--- src/rtl/alu32_result_stage.sv ---
// alu32_result_stage: captures the ALU result with {N,Z,C,V} flags into a small
// valid/ready FIFO that decouples the ALU datapath from register-file write-back.
module alu32_result_stage #(
  parameter int WIDTH = 32,
  parameter int DEPTH = 2
) (
  input  logic                     clk,
  input  logic                     reset_n,
  input  logic                     in_valid,
  output logic                     in_ready,
  input  logic [WIDTH-1:0]         in_result,
  input  logic                     in_arith,
  input  logic                     in_c,
  input  logic                     in_v,
  input  logic                     flag_clr,
  output logic                     out_valid,
  input  logic                     out_ready,
  output logic [WIDTH-1:0]         out_result,
  output logic [3:0]               out_flags,
  output logic [$clog2(DEPTH):0]   count
);
  localparam int AW = $clog2(DEPTH);
  localparam int CW = AW + 1;
  logic [WIDTH+3:0] mem [DEPTH];
  logic [AW-1:0]    wp, rp;
  logic             cq, vq, push, pop;
  logic [1:0]       cv;
  logic [3:0]       flags;
  assign in_ready  = count != CW'(DEPTH);
  assign out_valid = count != '0;
  assign push      = in_valid && in_ready;
  assign pop       = out_valid && out_ready;
  // Logic ops inherit the last arithmetic C/V; a same-cycle clear zeroes them first.
  assign cv        = in_arith ? {in_c, in_v} : (flag_clr ? 2'b00 : {cq, vq});
  assign flags     = {in_result[WIDTH-1], in_result == '0, cv};
  assign {out_result, out_flags} = mem[rp];
  always_ff @(posedge clk or negedge reset_n) begin
    if (!reset_n) begin
      wp    <= '0;
      rp    <= '0;
      count <= '0;
      cq    <= 1'b0;
      vq    <= 1'b0;
      for (int i = 0; i < DEPTH; i++) mem[i] <= '0;
    end else begin
      if (push) begin
        mem[wp] <= {in_result, flags};
        wp      <= wp + AW'(1);
      end
      if (pop) rp <= rp + AW'(1);
      count <= count + CW'(push) - CW'(pop);
      if (push && in_arith) {cq, vq} <= {in_c, in_v};
      else if (flag_clr) {cq, vq} <= 2'b00;
    end
  end
endmodule

--- config.mk ---
export PLATFORM = sky130hd
export DESIGN_NAME = alu32_result_stage
export DESIGN_NICKNAME = d
export VERILOG_FILES = /design/src/rtl/alu32_result_stage.sv
export SDC_FILE = /design/constraint.sdc
export NUM_CORES = 1
export LEC_CHECK = 0
export ABC_AREA = 1
export ABC_CLOCK_PERIOD_IN_PS = 2100
export CAP_MARGIN = 10
export CORE_MARGIN = 2
export CORE_UTILIZATION = 50
export DETAILED_ROUTE_END_ITERATION = 8
export PLACE_DENSITY = 0.86
export SKIP_LAST_GASP = 1
export SLEW_MARGIN = 10
export SYNTH_ARGS = -nofsm -noshare
export SYNTH_HDL_FRONTEND = slang
export SYNTH_SLANG_ARGS = --single-unit
--- constraint.sdc ---
create_clock -name clk -period 2.1 [get_ports clk]
set_clock_uncertainty 0.05 [all_clocks]
set_input_delay 0.42 -clock clk [delete_from_list [all_inputs] [get_ports clk]]
set_output_delay 0.42 -clock clk [all_outputs]
set_load 0.1 [all_outputs]
==> results of run 1 <==
## per-layer routing
layer / vias to the layer above / global-route usage, % / wire, um
li1: 1503 / - / -
met1: 1491 / 32.26 / 3441
met2: 87 / 38.71 / 4185
met3: 15 / 4.834 / 398
met4: 0 / 9.930 / 175
met5: - / 0 / 0
## per-stage QoR
| step | area [um2] | utilization, % | std cells | TNS [ns] |
|---|---|---|---|---|
| 5_1_grt | 5006 | 74.09 | 601 | -0.2349 |
| 2_1_floorplan | 3488 | - | 440 | -14.09 |
| 4_1_cts | 4980 | 73.70 | 601 | -0.02184 |
| 3_5_place_dp | 4716 | 69.80 | 583 | 0 |
| 6_report | 5006 | 74.09 | 601 | 0 |
| 3_3_place_gp | 4716 | 69.80 | 583 | 0 |
## cells by family (layout without fill, tap and decap cells)
group	after synthesis	in the layout
AND/OR/NAND/NOR	220	220
flip-flops	76	76
adder cells (fa/ha/maj)	2	2
buffers and inverters	66	147
AO/OA/AOI/OAI	73	73
XOR/XNOR	3	3
## registers in the layout, summed over array words and instances, names as in the netlist
| name | flops |
|---|---|
| count | 2 |
| cq | 1 |
| mem | 70 |
| rp | 1 |
| vq | 1 |
| wp | 1 |
## worst paths after layout
| check | end | slack, ns | cells past startpoint |
|---|---|---|---|
| setup / recovery | out_result[11] | 0.03 | 3 |
| hold / removal | mem[14] | 0.43 | 2 |
| setup reg to reg | count[1] | 0.41 | 7 |
| hold reg to reg | mem[14] | 0.43 | 2 |
| max in group asynchronous | mem[66] | 0.88 | 3 |
| min in group asynchronous | mem[68] | 0.54 | 2 |
## final cells by class
type	count	area, um2	area share, %
flip-flops and latches	76	1908	38.12
multi-input cells	298	1344	26.84
repair buffers	87	1264	25.24
inverters	44	165.2	3.299
clock buffers	10	137.6	2.749
well taps	80	100.1	2.000
clock inverters	6	87.58	1.750
## worst max-delay path, delay by kind of cell, from the launching register on
family,cells,cell delay [ns]
AO/OA/AOI/OAI,1,0.25
buffers and inverters,2,0.44
flip-flops,1,0.56
## cells in the final DEF (no fill, tap or decap), types with 2 or more instances in the layout
cell / count
buf_4: 7
dfrtp_2: 2
nor2_4: 2
inv_2: 2
nor2_1: 21
bufinv_16: 2
o31ai_1: 2
xnor2_1: 2
inv_1: 42
o21ai_1: 19
clkdlybuf4s50_1: 38
o22ai_1: 2
clkinv_4: 2
o21ai_0: 34
dfrtp_1: 73
o21ai_2: 15
nand2_4: 2
nand2_1: 194
buf_12: 41
ha_1: 2
clkbuf_8: 10
clkinv_2: 2
## timing repair
item / 4_1_cts / 5_1_grt
endpoints found under the hold margin: 9 / 0
pin swaps: 0 / 0
setup buffers: 1 / 0
hold buffers: 1 / 0
gates resized for setup: 6 / 7
endpoints found under the setup margin: 24 / 13
==> impl_metrics.csv, run 1 <==
group,metric,value,unit
placed_design,place.port_buffers,79,
drt,dr.pass1.iters,4,
timing,setup_slack,0.02947,ns
drt,via_count,3096,
setup_path,worstSetupStartpoint,"rp",
synthesis,synth_area_leaders,"dfrtp_1, nand2_1, o21ai_0",
global_routing,grt_max_degree,71,
clock_network,cts.sinks,76,
drt,wire_per_inst,13.65,um
synthesis,synthSimpleGateAreaFrac,24.61,%
floorplan,die_height,87.27,um
worst_hold_path,hold_path_class,"reg -> reg",
synthesis,synth_compound_area_share,10.83,%
floorplan,die_w,87.27,um
cells_and_area,final_layout_size_suffix_gt1_share,17.08,%
floorplan,core_area,6756,um2
clock_network,clkTransAtPathRegs,0.07,ns
timing,rsz0062_at_grt,"yes",
synthesis,synth.largest_area_cell,"dfrtp_1",
synthesis,syn_nets,482,
clock_network,cts_tree,"done",
placed_design,place.gp.congestion,0.8155,
timing,tightest_slew,0.6093,ns
synthesis,async_reset_ff_share,100.0,%
cells_and_area,fillCellCount,466,
global_routing,track_usage,24.16,%
setup_path,reg2reg_from,"count[1]",
synthesis,yosys-top-cells-count,"nand2_1, dfrtp_1, o21ai_0",
drt,wl,8201,um
timing,slew_headroom,59.32,%
setup_path,cpMaxStageDelayCell,"dfrtp_4",
setup_path,cp_max_fo,18,
placed_design,post-dp-hpwl,5544,um
clock_network,numCtsBuffers,9,
cells_and_area,final_net_count,558,
floorplan,die_area,7616,um2
synthesis,synth.area.mux_share,0,%
setup_path,crit_arrival,1.60,ns
synthesis,synth_warnings,0,
global_routing,grt_pass1_wl,14110,um
run_status,outcome,"completed",
clock_network,clockBufferDepth,2,
drt,drc_errors,0,
timing,finalCritPeriodShare,98.60,%
clock_network,cts_root_buf,"clkbuf_8",
setup_path,crit_chain,"buf_4 -> o21ai_1 -> buf_12",
synthesis,syn_area,3467,um2
clock_network,htreeDepth,3,
synthesis,synth-xor-area-share,0.7578,%
timing,whs,0.4270,ns
synthesis,synthAdderAreaFrac,0.7218,%
global_routing,antenna_found_initial,0,
synthesis,synth_top_family_by_area,"simple AND/OR/NAND/NOR gates",
setup_path,crit_path_max_incr_delay,0.56,ns
synthesis,syn_area_per_cell,7.880,um2
timing,setup_viol,0,
drt,viasPerCell,5.151,
floorplan,io_pins,80,
synthesis,seq_area_frac_synth,54.85,%
synthesis,ys_ff_latch,76,
floorplan,rows,30,
setup_path,cp.required,1.63,ns
cells_and_area,antenna_cells,0,
timing,fmax,483.0,MHz
timing,final.min_clock_period,2.071,ns
worst_hold_path,hold_start,"mem[14]",
setup_path,start_kind,"flop",
floorplan,start_util,51.31,%
synthesis,synth-edff-count,0,
global_routing,grt_pass1_vias,3012,
synthesis,synthFlopType,"dfrtp_1",
timing,hold_violations,0,
drt,ant_nets,0,
synthesis,netlist_instances,440,
cells_and_area,area_delta_synth_final,44.39,%
placed_design,dp_slack,0.2234,ns
setup_path,critPathKind,"reg -> out",
synthesis,ys_types,21,
drt,drt_iter0_markers,252,
global_routing,grt_overflow,0,
timing,slew_violations,0,
synthesis,synth_most_common_cell,"nand2_1",
synthesis,synth_top_cell_area_share,54.85,%
setup_path,worstSetupEndpointType,"primary output",
run,max_cap_violations,0,
clock_network,clock_latency,0.34,ns
Power of run 1 is left out: the tool's default activity adds up to more than one toggle a clock period on the data nets, which glitch-free logic cannot reach.
==> run 2: changes to the inputs <==
Settings changed: ABC_CLOCK_PERIOD_IN_PS 2100 to 2700, CORE_UTILIZATION 50 to 54, HOLD_SLACK_MARGIN from default to 0.06, PLACE_DENSITY 0.86 to 0.91.
Clock period 2.1 ns to 2.7 ns, I/O delays scaled along.
==> run 2 against run 1 <==
  * Worst setup slack better by 0.17 ns
  * Wire length down 3.7%
  * Final cell count down 1.0%
  * Global-route usage down 0.39 points
  * Largest cell class unchanged
==> impl_metrics.csv, run 2 (synthesis gave the netlist of run 1 again) <==
group,metric,value,unit
timing,final.min_clock_period,2.503,ns
timing,setup_slack,0.1968,ns
timing,slew_headroom,37.85,%
global_routing,track_usage,23.76,%
floorplan,die_w,84.13,um
placed_design,dp_slack,0.5520,ns
setup_path,crit_arrival,1.91,ns
clock_network,clockBufferDepth,2,
cells_and_area,mostFrequentLayoutCells,"nand2_1, dfrtp_1, o21ai_0, inv_1, clkdlybuf4s50_1",
cells_and_area,area_delta_synth_final,33.31,%
drt,drt_iter0_markers,187,
drt,dr.pass1.iters,5,
timing,setup_viol,0,
drt,drc_errors,0,
floorplan,die_area,7078,um2
setup_path,rr_endpoint,"count[1]",
cells_and_area,final_net_count,556,
setup_path,start_kind,"flop",
drt,via_count,3010,
setup_path,reg2reg_from,"count[1]",
clock_network,cts_tree,"done",
floorplan,io_pins,80,
drt,ant_nets,0,
floorplan,core_area,6277,um2
clock_network,clkTransAtPathRegs,0.07,ns
floorplan,die_height,84.13,um
clock_network,cts.sinks,76,
drt,wire_per_inst,13.27,um
cells_and_area,largest_registers,"mem: 70 flops, count: 2 flops",
timing,slew_violations,0,
cells_and_area,final_common_cell,"nand2_1",
clock_network,cts_root_buf,"clkbuf_8",
global_routing,grt_overflow,0,
global_routing,grt_max_degree,77,
run,max_cap_violations,0,
clock_network,cts_resized,0,
placed_design,place.port_buffers,79,
placed_design,post-dp-hpwl,5428,um
setup_path,cp.required,2.11,ns
global_routing,antenna_found_initial,0,
timing,tightest_slew,0.9322,ns
setup_path,critPathKind,"reg -> out",
setup_path,worstSetupEndpointType,"primary output",
clock_network,post_cts_buffers,0,
setup_path,worstRegToRegCells,7,
setup_path,cp_max_fo,33,
placed_design,place.gp.congestion,0.7745,
cells_and_area,largest_reg_flops,70,
clock_network,htreeDepth,3,
global_routing,grt_pass1_vias,2995,
timing,fmax,399.5,MHz
setup_path,worstSetupStartpoint,"rp",
clock_network,clock_latency,0.33,ns
timing,rsz0062_at_grt,"no",
floorplan,rows,29,
cells_and_area,antenna_cells,0,
setup_path,r2r_slack,0.99,ns
worst_hold_path,hold_path_class,"in -> async",
timing,hold_violations,0,
run_status,outcome,"completed",
clock_network,numCtsBuffers,9,
cells_and_area,regMostFlops,"mem",
global_routing,grt_pass1_wl,13430,um
timing,finalCritPeriodShare,92.71,%
drt,viasPerCell,5.059,
drt,wl,7894,um
floorplan,start_util,55.23,%
clock_network,cts-hold-fix-buffers,0,
cells_and_area,final_layout_size_suffix_gt1_share,13.13,%
==> run 2: cell types whose count changed in the layout (fill, tap and decap cells not counted), sizes merged <==
| cell | delta |
|---|---|
| clkinv | -2 |
| bufinv | -2 |
| clkbuf | +3 |
| buf | -1 |
| dlygate4sd3 | -1 |
==> run 2: per-stage QoR <==
step | hold WS [ns] | cells | area [um2] | util [%] | TNS [ns]
floorplan | 0.1944 | 440 | 3467 | - | -14.38
detailed placement | 0.4086 | 580 | 4453 | 70.94 | 0
finish | 0.2875 | 595 | 4622 | 73.63 | 0
CTS | 0.3189 | 595 | 4622 | 73.63 | 0
global placement | 0.4031 | 580 | 4453 | 70.94 | 0
global route | 0.3531 | 595 | 4622 | 73.63 | 0
==> run 2: critical path, cell delays in order, from the launching register on <==
cell and delay (ns):
dfrtp_2 0.70, buf_4 0.36, nand2_1 0.09, o21ai_0 0.18, buf_12 0.23
==> run 2: layout make-up <==
| cell class | instances | area (um2) |
|---|---|---|
| fillers | 480 | 1655 |
| clock buffers | 13 | 158.9 |
| repair buffers | 85 | 1008 |
| inverters | 44 | 165.2 |
| multi-input cells | 298 | 1280 |
| flip-flops and latches | 76 | 1903 |
| clock inverters | 2 | 10.01 |
| well taps | 77 | 96.34 |
==> run 2: worst max path at each step <==
stage                                end  cells after the start
final                     out_result[25]                      4
after global routing      out_result[25]                      4
after detailed placement  out_result[25]                      4
after floorplan           out_result[13]                      3
after CTS                 out_result[25]                      4
after global placement    out_result[28]                      4
==> run 2: routing by layer <==
layer | up-vias | global-route usage [%] | share of wire (%)
li1 | 1494 | - | -
met1 | 1398 | 31.67 | 43
met2 | 100 | 38.02 | 49
met3 | 18 | 6.096 | 6.2
met4 | 0 | 8.651 | 1.9
met5 | - | 0 | 0
Power of run 2 is left out for the same reason.
